**config.mk**
```make
export PLATFORM = sky130hd
export DESIGN_NAME = hyperbus_chan_mux
export DESIGN_NICKNAME = d
export VERILOG_FILES = /design/src/rtl/hyperbus_mux_pkg.sv /design/src/rtl/hyperbus_chan_mux_sel.sv /design/src/rtl/hyperbus_chan_mux.sv
export SDC_FILE = /design/constraint.sdc
export NUM_CORES = 1
export LEC_CHECK = 0
export BUFFER_PORTS_ARGS = -buffer_cell sky130_fd_sc_hd__buf_2
export CORE_MARGIN = 2
export CORE_UTILIZATION = 43
export DETAILED_ROUTE_END_ITERATION = 7
export PLACE_DENSITY_LB_ADDON = 0.15
export SLEW_MARGIN = 20
export SYNTH_ARGS = -nofsm -noshare
export SYNTH_HDL_FRONTEND = slang
export SYNTH_SLANG_ARGS = --single-unit
```
**constraint.sdc**
```tcl
create_clock -name clk_i -period 2.6 [get_ports clk_i]
set_clock_uncertainty 0.2 [all_clocks]
set_input_delay 0.26 -clock clk_i [delete_from_list [all_inputs] [get_ports clk_i]]
set_output_delay 0.26 -clock clk_i [all_outputs]
set_load 0.02 [all_outputs]
```
**src/rtl/hyperbus_mux_pkg.sv**
```systemverilog
// Shared types and constants for the HyperBus channel multiplexer.
package hyperbus_mux_pkg;

    // Switch handshake FSM states
    typedef enum logic [1:0] {
        ACTIVE = 2'd0,
        DRAIN  = 2'd1,
        GUARD  = 2'd2,
        SWITCH = 2'd3
    } hyper_mux_state_e;

    // Default parked value; sliced to the data width at the use site
    localparam logic [63:0] HYPER_MUX_IDLE_DEFAULT = '0;

    // Width needed to hold an index in [0, n-1]; never less than one bit
    function automatic int hyper_mux_sel_w(input int n);
        return (n <= 2) ? 1 : $clog2(n);
    endfunction

endpackage

```
**src/rtl/hyperbus_chan_mux_sel.sv**
```systemverilog
// Purely combinational NB_CH:1 array multiplexer.
// An out-of-range select yields all zeros.
module hyperbus_chan_mux_sel #(
    parameter int NB_CH  = 4,
    parameter int DATA_W = 8,
    parameter int CH_W   = 2
) (
    input  logic [NB_CH*DATA_W-1:0] data_i,
    input  logic [CH_W-1:0]         sel_i,
    output logic [DATA_W-1:0]       data_o
);

    // Pick the slice whose index matches the select
    always_comb begin
        data_o = '0;
        for (int c = 0; c < NB_CH; c++) begin
            if (sel_i == CH_W'(c)) begin
                data_o = data_i[c*DATA_W +: DATA_W];
            end
        end
    end

endmodule

```
**src/rtl/hyperbus_chan_mux.sv**
```systemverilog
// N-channel HyperBus PHY multiplexer with a safe-switch handshake:
// a new selection is applied only after the downstream transfer drains
// and a guard interval (output parked at IDLE_VAL) has elapsed.
// Optional macro HYPERBUS_MUX_OUTREG_EN registers data_o (1-cycle latency).
module hyperbus_chan_mux
    import hyperbus_mux_pkg::*;
#(
    parameter int                NB_CH     = 4,
    parameter int                DATA_W    = 8,
    parameter int                GUARD_CYC = 2,
    parameter logic [DATA_W-1:0] IDLE_VAL  = HYPER_MUX_IDLE_DEFAULT[DATA_W-1:0],
    localparam int               CH_W      = hyper_mux_sel_w(NB_CH)
) (
    input  logic                    clk_i,
    input  logic                    rst_i,
    input  logic [NB_CH*DATA_W-1:0] data_i,
    input  logic                    busy_i,
    input  logic                    sel_req_i,
    input  logic [CH_W-1:0]         sel_i,
    output logic                    sel_ack_o,
    output logic                    sel_err_o,
    output logic [CH_W-1:0]         cur_sel_o,
    output logic                    switching_o,
    output logic [DATA_W-1:0]       data_o
);

    localparam int             CNT_W    = hyper_mux_sel_w(GUARD_CYC + 1);
    localparam logic [CNT_W-1:0] CNT_INIT = CNT_W'(GUARD_CYC);

    hyper_mux_state_e  state_q, state_d;
    logic [CH_W-1:0]   cur_sel_q, cur_sel_d;
    logic [CH_W-1:0]   pend_sel_q, pend_sel_d;
    logic [CNT_W-1:0]  cnt_q, cnt_d;
    logic              err_q, err_d;
    logic [DATA_W-1:0] mux_data;

    // Control state register; reset aborts any switch in progress
    always_ff @(posedge clk_i or posedge rst_i) begin
        if (rst_i) begin
            state_q    <= ACTIVE;
            cur_sel_q  <= '0;
            pend_sel_q <= '0;
            cnt_q      <= '0;
            err_q      <= 1'b0;
        end else begin
            state_q    <= state_d;
            cur_sel_q  <= cur_sel_d;
            pend_sel_q <= pend_sel_d;
            cnt_q      <= cnt_d;
            err_q      <= err_d;
        end
    end

    // Next-state logic for the drain / guard / switch handshake
    always_comb begin
        state_d    = state_q;
        cur_sel_d  = cur_sel_q;
        pend_sel_d = pend_sel_q;
        cnt_d      = cnt_q;
        err_d      = err_q;
        unique case (state_q)
            ACTIVE: begin
                err_d = 1'b0;
                if (sel_req_i) begin
                    if (int'({1'b0, sel_i}) >= NB_CH) begin
                        // Invalid channel: complete at once, keep current select
                        err_d      = 1'b1;
                        pend_sel_d = cur_sel_q;
                        state_d    = SWITCH;
                    end else if (sel_i == cur_sel_q) begin
                        pend_sel_d = cur_sel_q;
                        state_d    = SWITCH;
                    end else begin
                        pend_sel_d = sel_i;
                        state_d    = DRAIN;
                    end
                end
            end
            DRAIN: begin
                if (!busy_i) begin
                    if (GUARD_CYC == 0) begin
                        state_d   = SWITCH;
                        cur_sel_d = pend_sel_q;
                    end else begin
                        state_d = GUARD;
                        cnt_d   = CNT_INIT;
                    end
                end
            end
            GUARD: begin
                cnt_d = cnt_q - CNT_W'(1);
                if (cnt_q == CNT_W'(1)) begin
                    state_d   = SWITCH;
                    cur_sel_d = pend_sel_q;
                end
            end
            SWITCH: begin
                state_d = ACTIVE;
            end
            default: state_d = ACTIVE;
        endcase
    end

    assign sel_ack_o   = (state_q == SWITCH);
    assign sel_err_o   = (state_q == SWITCH) && err_q;
    assign switching_o = (state_q == DRAIN) || (state_q == GUARD);
    assign cur_sel_o   = cur_sel_q;

    hyperbus_chan_mux_sel #(
        .NB_CH  (NB_CH),
        .DATA_W (DATA_W),
        .CH_W   (CH_W)
    ) u_sel (
        .data_i (data_i),
        .sel_i  (cur_sel_q),
        .data_o (mux_data)
    );

`ifdef HYPERBUS_MUX_OUTREG_EN
    logic [DATA_W-1:0] data_q;

    // Registered output: park and new channel show one cycle after the state
    always_ff @(posedge clk_i or posedge rst_i) begin
        if (rst_i) begin
            data_q <= IDLE_VAL;
        end else begin
            data_q <= (state_q == GUARD) ? IDLE_VAL : mux_data;
        end
    end

    assign data_o = data_q;
`else
    // Reset is folded in so the output parks immediately on an async reset
    assign data_o = (rst_i || state_q == GUARD) ? IDLE_VAL : mux_data;
`endif

endmodule

```
==> results.yml <==
timing:
  final-setup-viol-count: 0
  worstMarginPinSlew_ns: 0.5591
  clock.fmax_ghz: 0.4376
  finalHoldViolations: 0
  fin_setup_tns_ns: 0
  min_period_ns: 2.285
  finalMaxSlewViolations: 0
  rsz0062_at_grt: "false"
  slew_headroom_pct: 62.73
  fin_crit_sh_pct: 87.89
worst_setup_path:
  slowest_delay_ns: 0.69
  cp-startpoint: "cur_sel_o[0]$_DFFE_PP0P_"
  rrSetupSlack_ns: 1.00
  criticalPathCategory: "flop to primary output"
  endpoint: "data_o[2]"
  crit_arrival_ns: 1.83
  r2r_cells: 5
  worstSetupStartpointType: "flop"
  cp_cell_sequence: "mux4_2 > nor2b_1 > buf_2"
  r2r-end: "state_q[0]$_DFFE_PP0P_"
  crit_slowest_cell: "dfrtp_1"
  required_ns: 2.14
  end_kind: "primary output"
  cp_max_fo: 11
  r2r-start: "state_q[0]$_DFFE_PP0P_"
global_routing:
  grt_pass1_wl_um: 2608
  grt_antenna_before_repair: 0
  grt_pass1_vias: 657
  grt_max_degree: 12
  grt-ovfl-total: 0
  grtUsageTotal_pct: 18.46
synth:
  synth_edf_count: 0
  synth-seq-area-share_pct: 28.12
  synth_ff_type: "dfrtp_1"
  synth.area.top_cells: "dfrtp_1, mux4_2, ha_1"
  synth_top_area_share_pct: 28.12
  synthCells: 60
  avgSynthCellArea_um2: 11.87
  syn-num-nets: 104
  ys_async_sr_fraction_pct: 100.0
  synth_commonest_cells: "nor2b_1, dfrtp_1, mux4_2"
  synth_most_common_cell: "nor2b_1"
  synth.distinct_cells: 19
  yosysTopAreaCell: "dfrtp_1"
  synth-warning-count: 0
  synth_seq_cells: 8
  netlist_area_um2: 711.9
min_path:
  hold_class: "input pin to flop"
floorplan:
  fp.dieW_um: 44.69
  die_area_um2: 1997
  pin_count: 51
  num_rows: 14
  die_y_um: 44.69
  core_um2: 1524
  initial_core_util_pct: 46.72
route:
  dr.pass1.iters: 4
  dr_total_vias: 655
  wl_per_cell_um: 13.39
  drt_wl_total_um: 1687
  drtIter0Drc: 4
  viasPerCell: 5.198
  drc: 0
  antenna_left: 0
finish:
  finish.instance_area_um2: 985.9
  multiInputGateArea_um2: 465.4
  diodes: 0
  areaGrowthSynthToFinish_pct: 38.49
  seq_area_um2: 200.2
  utilization_pct: 64.70
  drive_gt1_share_pct: 59.09
  nFillCells: 129
  final_nets: 156
placed_design:
  post_dp_cell_area_um2: 953.4
  port_buffers: 49
  gp_congestion: 0.7458
  dpl.hpwl_um: 1426
status:
  status: "finished, final reports clean"
clocking:
  cts_buffer_depth: 2
  insertion_delay_ns: 0.25
  cts_sinks: 8
  clockRootBuffer: "clkbuf_4"
  cts_buffers: 3
  htree_levels: 1
  cts_resized: 0
  cts_tree: "done"
  clkTransAtPathRegs_ns: 0.06
pwr:
  p_leak_nw: 0.5152
  powerDensity_nw_per_um2: 1016
  vdd_drop_max_mv: 0.5249
job:
  cap_violations: 0
[how the worst min path moves through the flow]
stage	endpoint	depth (start not counted)	from
finish	pend_sel_q[1]$_DFFE_PP0P_	2	sel_i[1]
global placement	cnt_q[1]$_DFFE_PP0P_	2	rst_i
global route	pend_sel_q[1]$_DFFE_PP0P_	2	sel_i[1]
CTS	pend_sel_q[0]$_DFFE_PP0P_	2	sel_i[0]
detailed placement	cnt_q[1]$_DFFE_PP0P_	2	rst_i
floorplan	cnt_q[0]$_DFFE_PP0P_	1	rst_i
[cell type report]
| class | instances | area share, % |
|---|---|---|
| repair buffers | 50 | 25.89 |
| multi-input cells | 43 | 47.21 |
| clock buffers | 3 | 2.284 |
| inverters | 6 | 2.284 |
| well taps | 16 | 2.030 |
| flip-flops and latches | 8 | 20.30 |
[worst max-delay path, delay by kind of cell (launching register included)]
| family | cells | cell delay (ns) |
|---|---|---|
| AND/OR/NAND/NOR | 1 | 0.14 |
| flip-flops | 1 | 0.69 |
| buffers and inverters | 1 | 0.16 |
| multiplexers | 1 | 0.57 |
[flip-flops by register name, summed over array words and instances (netlist names)]
signal / cells
cnt_q: 2
cur_sel_o: 2
pend_sel_q: 2
state_q: 2
[timing repair]
item | CTS | global route
hold endpoints to repair | 8 | 0
hold buffers | 1 | 0
buffers inserted | 0 | 0
[through the flow]
| step | setup WS, ns | std cells | hold WS [ns] | power [mW] |
|---|---|---|---|---|
| 2_1_floorplan | 0.8126 | 60 | -0.1161 | 0.7745 |
| 3_3_place_gp | 0.5987 | 122 | 0.02464 | 0.8978 |
| 3_5_place_dp | 0.5540 | 122 | 0.03406 | 0.9146 |
| 4_1_cts | 0.2658 | 126 | 0.07330 | 1.020 |
| 5_1_grt | 0.1563 | 126 | 0.07492 | 1.084 |
| 6_report | 0.3149 | 126 | 0.08181 | 1.001 |
[layout by cell type (no fill, tap or decap), types with 2 or more instances in the layout]
cell / instances
nand2_1: 5
mux2_2: 4
ha_1: 6
nor2b_1: 9
xnor2_1: 2
clkbuf_4: 3
mux2i_1: 2
buf_2: 49
dfrtp_1: 8
mux4_2: 8
inv_1: 6
[logic make-up (layout without fill, tap and decap cells)]
| family | count (synthesis) | in the layout | synth area share, % |
|---|---|---|---|
| adder cells (fa/ha/maj) | 6 | 6 | 10.54 |
| multiplexers | 14 | 14 | 34.45 |
| buffers and inverters | 9 | 59 | 6.502 |
| XOR/XNOR | 2 | 2 | 2.461 |
| other | 1 | 1 | 0.5267 |
| flip-flops | 8 | 8 | 28.12 |
| AND/OR/NAND/NOR | 14 | 14 | 10.54 |
| AO/OA/AOI/OAI | 6 | 6 | 6.855 |
[power by group]
part | leakage (nW) | total (mW) | internal (mW) | switching, mW
combinational | 0.405 | 0.632 | 0.337 | 0.294
clock | 0.0138 | 0.0943 | 0.0528 | 0.0415
sequential | 0.0966 | 0.276 | 0.185 | 0.0904
[routing by layer]
layer / GRT usage (%) / vias to the layer above / routed length [um]
li1: - / 320 / -
met1: 17.10 / 305 / 617
met2: 35.94 / 28 / 906
met3: 3.600 / 2 / 151
met4: 11.52 / 0 / 12
met5: 0 / - / 0
Note: power is estimated with default switching activity, not from simulation.
